**src/rtl/validated_burst_buffer_if.sv**
```systemverilog
// validated_burst_buffer_if: push, commit, drain and burst handshake bundle; fwd_* exist only with BURST_BUFFER_FORWARD_EN
interface validated_burst_buffer_if #(
  parameter int DATA_WIDTH = 32,
  parameter int TAG_WIDTH  = 6,
  parameter int DEPTH      = 64
);
  logic                    push_i;
  logic [DATA_WIDTH-1:0]   data_i;
  logic [TAG_WIDTH-1:0]    tag_i;
  logic                    full_o;
  logic                    empty_o;
  logic [$clog2(DEPTH):0]  size_o;
  logic                    valid_i;
  logic [TAG_WIDTH-1:0]    valid_tag_i;
  logic                    drain_i;
  logic                    burst_valid_o;
  logic                    burst_ready_i;
  logic [DATA_WIDTH-1:0]   data_o;
  logic                    burst_last_o;
`ifdef BURST_BUFFER_FORWARD_EN
  logic [TAG_WIDTH-1:0]    fwd_tag_i;
  logic                    fwd_hit_o;
  logic [DATA_WIDTH-1:0]   fwd_data_o;
`endif
  modport slave (
`ifdef BURST_BUFFER_FORWARD_EN
    input fwd_tag_i, output fwd_hit_o, output fwd_data_o,
`endif
    input push_i, data_i, tag_i, valid_i, valid_tag_i, drain_i, burst_ready_i,
    output full_o, empty_o, size_o, burst_valid_o, data_o, burst_last_o
  );
  modport master (
`ifdef BURST_BUFFER_FORWARD_EN
    output fwd_tag_i, input fwd_hit_o, input fwd_data_o,
`endif
    output push_i, data_i, tag_i, valid_i, valid_tag_i, drain_i, burst_ready_i,
    input full_o, empty_o, size_o, burst_valid_o, data_o, burst_last_o
  );
endinterface

```
**src/rtl/validated_burst_buffer.sv**
```systemverilog
// validated_burst_buffer: tagged store queue emitting bursts of committed head entries; BURST_BUFFER_FORWARD_EN adds a tag-lookup forwarding port
module validated_burst_buffer #(
  parameter int DATA_WIDTH = 32,
  parameter int DEPTH      = 64,
  parameter int TAG_WIDTH  = 6,
  parameter int BURST_LEN  = 4
) (
  input logic clk_i,
  input logic rst_n_i,
  input logic flush_i,
  validated_burst_buffer_if.slave bus
);
  localparam int AW = $clog2(DEPTH);
  localparam int CW = AW + 1;
  localparam int BW = $clog2(BURST_LEN) + 1;
  typedef enum logic {IDLE, BURST} state_t;
  logic [DATA_WIDTH-1:0] mem_data [DEPTH];
  logic [TAG_WIDTH-1:0]  mem_tag [DEPTH];
  logic [AW-1:0]         off [DEPTH];
  logic [DEPTH-1:0]      committed, live;
  logic [AW-1:0]         push_ptr, pull_ptr;
  logic [CW-1:0]         count;
  logic [BW-1:0]         beat_count, run;
  logic                  drain_pending, push_ok, pull, next_head_committed;
  state_t                state;
  assign bus.full_o  = count == CW'(DEPTH);
  assign bus.empty_o = count == '0;
  assign bus.size_o  = count;
  assign bus.data_o  = mem_data[pull_ptr];
  assign push_ok     = bus.push_i && !bus.full_o;
  assign pull        = bus.burst_valid_o && bus.burst_ready_i;
  for (genvar i = 0; i < DEPTH; i++) begin : g_live
    assign off[i]  = AW'(i) - pull_ptr;
    assign live[i] = {1'b0, off[i]} < count;
  end
  assign next_head_committed = live[pull_ptr + AW'(1)] && committed[pull_ptr + AW'(1)];
  // Length of the committed run starting at the head, capped at one full burst
  always_comb begin
    logic stop;
    run  = '0;
    stop = 1'b0;
    for (int k = 0; k < BURST_LEN; k++) begin
      if (!stop && live[pull_ptr + AW'(k)] && committed[pull_ptr + AW'(k)]) run = run + 1'b1;
      else stop = 1'b1;
    end
  end
  // Payload storage; liveness and committed bits qualify it, so it needs no reset
  always_ff @(posedge clk_i) begin
    if (push_ok) begin
      mem_data[push_ptr] <= bus.data_i;
      mem_tag[push_ptr]  <= bus.tag_i;
    end
  end
  // Pointers wrap naturally; count disambiguates full from empty
  always_ff @(posedge clk_i or negedge rst_n_i) begin
    if (!rst_n_i) begin
      push_ptr <= '0;
      pull_ptr <= '0;
      count    <= '0;
    end else if (flush_i) begin
      push_ptr <= '0;
      pull_ptr <= '0;
      count    <= '0;
    end else begin
      push_ptr <= push_ptr + AW'(push_ok);
      pull_ptr <= pull_ptr + AW'(pull);
      count    <= count + CW'(push_ok) - CW'(pull);
    end
  end
  // Writeback marks matching live entries committed; a fresh push starts uncommitted
  always_ff @(posedge clk_i or negedge rst_n_i) begin
    if (!rst_n_i) committed <= '0;
    else if (flush_i) committed <= '0;
    else begin
      for (int k = 0; k < DEPTH; k++)
        if (bus.valid_i && live[k] && mem_tag[k] == bus.valid_tag_i) committed[k] <= 1'b1;
      if (push_ok) committed[push_ptr] <= 1'b0;
    end
  end
  // Drain stays requested until the queue empties or a burst ends at an uncommitted head
  always_ff @(posedge clk_i or negedge rst_n_i) begin
    if (!rst_n_i) drain_pending <= 1'b0;
    else if (flush_i) drain_pending <= 1'b0;
    else if (bus.drain_i) drain_pending <= 1'b1;
    else if (bus.empty_o || (pull && bus.burst_last_o && !next_head_committed)) drain_pending <= 1'b0;
  end
  // Burst sequencer; length is locked when the burst starts
  always_ff @(posedge clk_i or negedge rst_n_i) begin
    if (!rst_n_i) begin
      state             <= IDLE;
      beat_count        <= '0;
      bus.burst_valid_o <= 1'b0;
      bus.burst_last_o  <= 1'b0;
    end else if (flush_i) begin
      state             <= IDLE;
      beat_count        <= '0;
      bus.burst_valid_o <= 1'b0;
      bus.burst_last_o  <= 1'b0;
    end else if (state == IDLE) begin
      if (run == BW'(BURST_LEN) || (drain_pending && run != '0)) begin
        state             <= BURST;
        beat_count        <= run;
        bus.burst_valid_o <= 1'b1;
        bus.burst_last_o  <= run == BW'(1);
      end
    end else if (pull) begin
      beat_count       <= beat_count - 1'b1;
      bus.burst_last_o <= beat_count == BW'(2);
      if (bus.burst_last_o) begin
        state             <= IDLE;
        bus.burst_valid_o <= 1'b0;
        bus.burst_last_o  <= 1'b0;
      end
    end
  end
`ifdef BURST_BUFFER_FORWARD_EN
  // Tag lookup over live entries, including one being pulled this cycle
  always_comb begin
    bus.fwd_hit_o  = 1'b0;
    bus.fwd_data_o = '0;
    for (int k = 0; k < DEPTH; k++)
      if (live[k] && mem_tag[k] == bus.fwd_tag_i) begin
        bus.fwd_hit_o  = 1'b1;
        bus.fwd_data_o = mem_data[k];
      end
  end
`endif
endmodule

```
**src/flat_wrapper.sv**
```systemverilog
// flat-port wrapper written by rule: the top's interface ports become plain ports
module validated_burst_buffer_flat 
#(
  parameter int DATA_WIDTH = 32,
  parameter int DEPTH      = 64,
  parameter int TAG_WIDTH  = 6,
  parameter int BURST_LEN  = 4
)
  (clk_i, rst_n_i, flush_i, bus_push_i, bus_data_i, bus_tag_i, bus_valid_i, bus_valid_tag_i, bus_drain_i, bus_burst_ready_i, bus_full_o, bus_empty_o, bus_size_o, bus_burst_valid_o, bus_data_o, bus_burst_last_o);
  validated_burst_buffer_if #(.DATA_WIDTH(DATA_WIDTH), .TAG_WIDTH(TAG_WIDTH), .DEPTH(DEPTH)) bus_i ();
  input logic clk_i;
  input logic rst_n_i;
  input logic flush_i;
  input wire logic [$bits(bus_i.push_i)-1:0] bus_push_i;
  input wire logic [$bits(bus_i.data_i)-1:0] bus_data_i;
  input wire logic [$bits(bus_i.tag_i)-1:0] bus_tag_i;
  input wire logic [$bits(bus_i.valid_i)-1:0] bus_valid_i;
  input wire logic [$bits(bus_i.valid_tag_i)-1:0] bus_valid_tag_i;
  input wire logic [$bits(bus_i.drain_i)-1:0] bus_drain_i;
  input wire logic [$bits(bus_i.burst_ready_i)-1:0] bus_burst_ready_i;
  output wire logic [$bits(bus_i.full_o)-1:0] bus_full_o;
  output wire logic [$bits(bus_i.empty_o)-1:0] bus_empty_o;
  output wire logic [$bits(bus_i.size_o)-1:0] bus_size_o;
  output wire logic [$bits(bus_i.burst_valid_o)-1:0] bus_burst_valid_o;
  output wire logic [$bits(bus_i.data_o)-1:0] bus_data_o;
  output wire logic [$bits(bus_i.burst_last_o)-1:0] bus_burst_last_o;
  assign bus_i.push_i = bus_push_i;
  assign bus_i.data_i = bus_data_i;
  assign bus_i.tag_i = bus_tag_i;
  assign bus_i.valid_i = bus_valid_i;
  assign bus_i.valid_tag_i = bus_valid_tag_i;
  assign bus_i.drain_i = bus_drain_i;
  assign bus_i.burst_ready_i = bus_burst_ready_i;
  assign bus_full_o = bus_i.full_o;
  assign bus_empty_o = bus_i.empty_o;
  assign bus_size_o = bus_i.size_o;
  assign bus_burst_valid_o = bus_i.burst_valid_o;
  assign bus_data_o = bus_i.data_o;
  assign bus_burst_last_o = bus_i.burst_last_o;
  validated_burst_buffer #(.DATA_WIDTH(DATA_WIDTH), .DEPTH(DEPTH), .TAG_WIDTH(TAG_WIDTH), .BURST_LEN(BURST_LEN)) u_core (.clk_i(clk_i), .rst_n_i(rst_n_i), .flush_i(flush_i), .bus(bus_i));
endmodule
```
**config.mk**
```make
export PLATFORM = sky130hd
export DESIGN_NAME = validated_burst_buffer_flat
export DESIGN_NICKNAME = d
export VERILOG_FILES = /design/src/rtl/validated_burst_buffer_if.sv /design/src/rtl/validated_burst_buffer.sv /design/src/flat_wrapper.sv
export SDC_FILE = /design/constraint.sdc
export NUM_CORES = 2
export LEC_CHECK = 0
export BUFFER_PORTS_ARGS = -buffer_cell sky130_fd_sc_hd__buf_2
export CORE_ASPECT_RATIO = 1.5
export CORE_MARGIN = 3
export CORE_UTILIZATION = 30
export CTS_BUF_LIST = sky130_fd_sc_hd__clkbuf_8 sky130_fd_sc_hd__clkbuf_16
export CTS_CLUSTER_SIZE = 24
export DETAILED_ROUTE_END_ITERATION = 8
export GPL_TIMING_DRIVEN = 0
export PLACE_DENSITY_LB_ADDON = 0.05
export SYNTH_ARGS = -nofsm -noshare
export SYNTH_HDL_FRONTEND = slang
export SYNTH_SLANG_ARGS = --single-unit
export TNS_END_PERCENT = 20
```
**constraint.sdc**
```tcl
create_clock -name clk_i -period 9.2 [get_ports clk_i]
set_clock_uncertainty 0.1 [all_clocks]
set_input_delay 0.46 -clock clk_i [delete_from_list [all_inputs] [get_ports clk_i]]
set_output_delay 0.46 -clock clk_i [all_outputs]
set_load 0.1 [all_outputs]
```
# Yosys cells after proc, flatten, opt, wreduce, memory -nomap -nowiden
# Memory sizes are Yosys's and may differ from the RTL's.
# Index checks and enable logic that the tools add are counted.
# Widths: inputs -> output; s select.
# word_totals
regBits	90
mem_bits_rw	2432
out_inout_bits	43
memories	2
# classes
add_sub_neg	75
order_cmp	70
n_eq_ne	70
n_mux	182
bitwise	2
reduce_logical	154
# memory_table
name	depth	width	rd	rd_ports_with_merged_regs	write_ports	line_no	source
u_core.mem_data	64	32	1	0	1	validated_burst_buffer.sv:17	logic [DATA_WIDTH-1:0] mem_data [DEPTH];
u_core.mem_tag	64	6	64	0	1	validated_burst_buffer.sv:18	logic [TAG_WIDTH-1:0] mem_tag [DEPTH];
# op_table
operator	n
$lt 6x7->1	64
$eq 6x6->1	64
$sub 6x6->6 const A	32
$mux 1	161
$logic_and 1x1->1	142
$mux 64	2
$sub 5x6->6 const A	16
$and 64x64->64	1
$not 64->64	1
$bmux 1 s6	8
$sub 4x6->6 const A	8
$lt 6x7->1 const B	5
$sub 3x6->6 const A	4
$mux 3	7
$add 6x1->6	2
$add 6x2->6 const B	2
$mux 6	2
$sub 1x6->6 const A	2
$sub 2x6->6 const A	2
$add 3x1->3 const B	3
$reduce_bool 3->1	3
$add 7x1->7	1
$eq 7x7->1 const B	1
$logic_not 7->1	1
14 further kinds	19

# Logic depth before layout (Yosys ltp)
# logic_depth
depth_word	22
depth_mapped	36
depth_no_buf	29

# Worst setup path after synthesis
# No wires, ideal clock.
# synth_path
path_kind	reg-to-reg
start	register u_core.pull_ptr[3]
end	register u_core.beat_count[0]
arrival_time_ps	7745
path_slack_ps	1273
stages_incl_launch_ff	32
path_cell_list	dfrtp_1 -> buf_2 -> inv_1 -> clkbuf_1 -> buf_1 -> clkbuf_1 -> buf_1 -> ha_1 -> buf_1 -> a21oi_1 -> xnor2_1 -> ha_1 -> or3_1 -> o21ai_0 -> o21ai_0 -> mux4_2 -> nand2b_1 -> o211ai_1 -> a31o_2 -> o22ai_1 -> a211oi_1 -> ha_1 -> o21ai_0 -> a311o_1 -> o21a_2 -> xnor2_1 -> ha_1 -> or2_2 -> o311ai_2 -> a221oi_4 -> or3_1 -> a31oi_1
# synth_via
elab_chain_cells	21
elab_cells_between_ends	175
# synth_rtl
item	line_no	source
start: declaration	validated_burst_buffer.sv:21	logic [AW-1:0] push_ptr, pull_ptr;
start signal: assignment	validated_burst_buffer.sv:66	pull_ptr <= pull_ptr + AW'(pull);
branches (longest 15 deep; another with $lt 6x7->1)	-	
$mux 3 *	validated_burst_buffer.sv:43	if (!stop && live[pull_ptr + AW'(k)] && committed[pull_ptr + AW'(k)]) run = run + 1'b1;
$reduce_bool 3->1	validated_burst_buffer.sv:100	if (run == BW'(BURST_LEN) || (drain_pending && run != '0)) begin
$logic_and 1x1->1	validated_burst_buffer.sv:100	
$logic_or 1x1->1	validated_burst_buffer.sv:100	
$reduce_bool 3->1 (no line)	-	
$reduce_and 2->1 (no line)	-	
end signal: assignment	validated_burst_buffer.sv:102	beat_count <= run;
end signal: assignment	validated_burst_buffer.sv:107	beat_count <= beat_count - 1'b1;
end: declaration	validated_burst_buffer.sv:23	logic [BW-1:0] beat_count, run;
# Every way passes the cells marked *. The select of a mux whose other input is x is not followed.
# A chain may end at the register's enable or synchronous reset.

# Worst setup path in the final report
# Ends and elaborated chain as after synthesis.

==> impl_results.md <==
- Ys Warns: 0
- Total GRT Usage: 22.94%
- Final worst path period share: 98.06%
- Power per unit of standard cell area: 214.3 mW/mm2
- Power share of the combinational group: 13.7%
- Sequential share of power: 46.9%
- First-iteration detailed-routing DRC count: between 4000 and 5000
- Max-Cap Viols: 2
- Switching power: 7.327 mW
- Synthesis-stage register bit count: ~2500
- Initial antenna violation count: 25
- Via-per-instance ratio: around 5.2
- Max Slew Vio Count: 11
- Clk pin slew, worst setup/hold paths: 60 ps
- Post-synthesis net count: approximately 5700
- Number of enable-type register cells in the synthesized netlist: 2432
- Number of cell rows: 267
- Area inside the core boundary: 0.3531 mm2
- Post-synth ARST share: between 3 and 4%
- Overall die width: 492.9 um
- Final Util: 35.78%
- Clk_lat worst skew: between 800 and 900 ps
- Inserted Clock Buffers: 272
- Final GP Congestion: 0.9746
- Area of the mapped netlist: 0.1067 mm2
- Proportion of total power due to net switching: a little over a quarter
- Bufs and invs on worst path: 9
- Clock network fraction of design power: 39.4%
- Highest attainable clock frequency: about 0.11 GHz
- H-Tree Depth: 5
- Post-route setup TNS: 0 ps
- Die area: roughly 0.36 mm2
- Post-detailed-placement cell area: 0.1170 mm2
- ANT nets after route: 0
- Hpwl dp: 303.1 mm
- Proportion of synthesized chip area in sequential cells: a little over two thirds
- Longest individual stage delay on the worst path: 1040 ps
- Synth-to-Final Area Change: 18.43%
- Setup violations, final: 0
- Largest net degree at the start of global routing: 65
- Ports placed on the boundary: 94
- Post-synthesis cell type count: 82
- CP Launch Point: u_core.pull_ptr[3]
- Maximum count of clock buffers along a single path: 4
- Most numerous cell in the Yosys netlist: sky130_fd_sc_hd__edfxtp_1
- Fraction of layout instances using a drive strength above 1: between 20% and 30%
- Clock period minus worst slack: approximately 9000 ps
- Largest area contributor in the netlist: sky130_fd_sc_hd__edfxtp_1
- Worst rel slew slack: -1.749%
- Failing checks: max-capacitance violations, max-slew violations
- Global-route congestion overflow total: 0
- Cell types with the highest counts after synthesis: sky130_fd_sc_hd__edfxtp_1, sky130_fd_sc_hd__mux4_2, sky130_fd_sc_hd__xnor2_1, sky130_fd_sc_hd__nor2_1, sky130_fd_sc_hd__clkbuf_1
- Final wirelength: about 420 mm
- Final non-filler cell area: 0.1263 mm2
- Remaining DRCs: 0
- Maximum fanout along the worst path: 16
- Number of vias in the routed layout: 57360
- Global-route wire length before repair: 560.1 mm
- Total power draw: 27.08 mW
- Reg2Reg Launch Point: u_core.pull_ptr[3]
- HP Class: in -> reg
- Worst min-delay path startpoint: bus_data_i[28]
- Net total in the final layout: around 6300
- First-pass iteration count of the detailed router: 7
- Internal power: 19.75 mW
- CTS tree: built
- Arrival time at the worst endpoint: 9700 ps
- Status: finished, violations left
- Avg Cell Area, Syn: 19.28 um2
- Cell leakage power: about 39 nW
- Element type at the critical path end: flip-flop
- Height of the chip: 736.3 um
- Actual slew at the worst max-slew pin: between 1500 and 2000 ps
- Cell family contributing the most delay on the critical path: compound AO/OA/AOI/OAI gates
- Cell types occupying the most area after synthesis: sky130_fd_sc_hd__edfxtp_1, sky130_fd_sc_hd__mux4_2, sky130_fd_sc_hd__xnor2_1, sky130_fd_sc_hd__dfrtp_1, sky130_fd_sc_hd__ha_1
- Effective utilization at floorplan: between 30% and 40%
- Largest vdd supply drop: roughly 0.24 mV
- Worst path slowest cell: sky130_fd_sc_hd__o22ai_1
- Startpoint kind of the worst setup timing path: flip-flop
- Setup repair after global routing missed its margin: false
- Number of port buffers: between 80 and 90
- Area share of the leading cell type in the synthesized netlist: about two thirds
- Start-to-end type of the worst setup path: reg -> reg
- Commonest register cell after synthesis: sky130_fd_sc_hd__edfxtp_1
- Clock Tree Root: sky130_fd_sc_hd__clkbuf_16
- Number of hold violations in the final report: 0
- Wire per inst: 38.11 um
- Number of sinks handled by clock tree synthesis: 2522
- Vias in the first global route: 60430
- Post-Synthesis Cells: 5532
- CP Data Required Time: 9870 ps
## flip-flops by register name, indices dropped and copies added, names as in the netlist
signal                    flops
u_core.pull_ptr               6
u_core.bus.size_o             7
u_core.bus.burst_last_o       1
u_core.mem_tag              384
u_core.state                  1
u_core.beat_count             3
u_core.mem_data            2048
u_core.bus.burst_valid_o      1
u_core.push_ptr               6
u_core.drain_pending          1
u_core.committed             64
## power groups by stage
stage | combinational, mW | clock [mW] | sequential, mW
2_1_floorplan | 1.63 | 0 | 13.0
3_3_place_gp | 3.34 | 0 | 13.0
3_5_place_dp | 3.51 | 0 | 13.0
4_1_cts | 3.66 | 11.0 | 12.7
5_1_grt | 3.82 | 11.4 | 12.7
6_report | 3.70 | 10.7 | 12.7
## metrics by stage
stage,cells,setup slack (ps),hold WS (ps)
6_report,11020,178.2,61.77
5_1_grt,11010,2.446,67.66
4_1_cts,10980,0.003553,34.50
3_5_place_dp,10500,-4067,392.0
3_3_place_gp,10320,-5261,445.2
2_1_floorplan,5532,1273,64.41
## worst paths after layout
kind,endpoint,slack (ps),depth (start not counted)
setup / recovery,u_core.beat_count[0],180,32
min in group asynchronous,u_core.push_ptr[3],80,3
hold reg to reg,u_core.bus.burst_valid_o,450,2
max in group asynchronous,u_core.committed[18],8510,3
setup reg to reg,u_core.beat_count[0],180,32
hold / removal,u_core.mem_data[51][28],60,1
## cell families after synthesis
group / count (synthesis) / synth area share (%)
xor+xnor: 467 / 3.834
buf+inv: 384 / 1.464
fa+ha+maj: 165 / 1.942
mux: 771 / 15.87
simple gates: 780 / 3.538
compound gates: 443 / 2.780
flops: 2522 / 70.57
## cell type report
type	count	area (um2)
tap	4707	5889
buffer	282	1410
multi-input combinational	2626	30770
clock buffer	283	7059
fill	33030	226800
timing repair buffer	286	4089
clock inverter	188	1358
antenna	30	75.07
sequential	2522	75290
inverter	96	390.4
## layout by cell type, fill, tap and decap left out, types with 132 or more instances in the layout
master / instances
sky130_fd_sc_hd__edfxtp_1: 2432
sky130_fd_sc_hd__mux4_2: 734
sky130_fd_sc_hd__xnor2_1: 393
sky130_fd_sc_hd__clkbuf_16: 281
sky130_fd_sc_hd__ha_1: 161
sky130_fd_sc_hd__inv_1: 148
sky130_fd_sc_hd__nand2_1: 144
sky130_fd_sc_hd__nor2_1: 137
sky130_fd_sc_hd__buf_2: 135
sky130_fd_sc_hd__clkbuf_1: 132
sky130_fd_sc_hd__nor3_1: 132
## layer usage
layer	track usage [%]	share of wire (%)	vias to the layer above
met5	0	0	-
met4	12.25	6.2	0
met3	2.674	3.6	698
met2	43.37	55	1627
met1	24.84	35	31290
li1	-	-	23750
## worst reg2reg max path, delay by kind of cell, from the launching register on
| kind | cells | cell delay [ps] |
|---|---|---|
| flip-flops | 1 | 540 |
| buffers and inverters | 9 | 2120 |
| adder cells (fa/ha/maj) | 4 | 1170 |
| XOR/XNOR | 2 | 290 |
| AND/OR/NAND/NOR | 4 | 890 |
| AO/OA/AOI/OAI | 13 | 3810 |
## what timing repair did
action,4_1_cts,5_1_grt
hold endpoints to repair,171,20
resized for setup,127,36
buffers inserted,10,6
setup endpoints to repair,7,6
pin swaps,5,4
hold buffers,10,1
No activity file was read; power rests on OpenSTA's default activity.
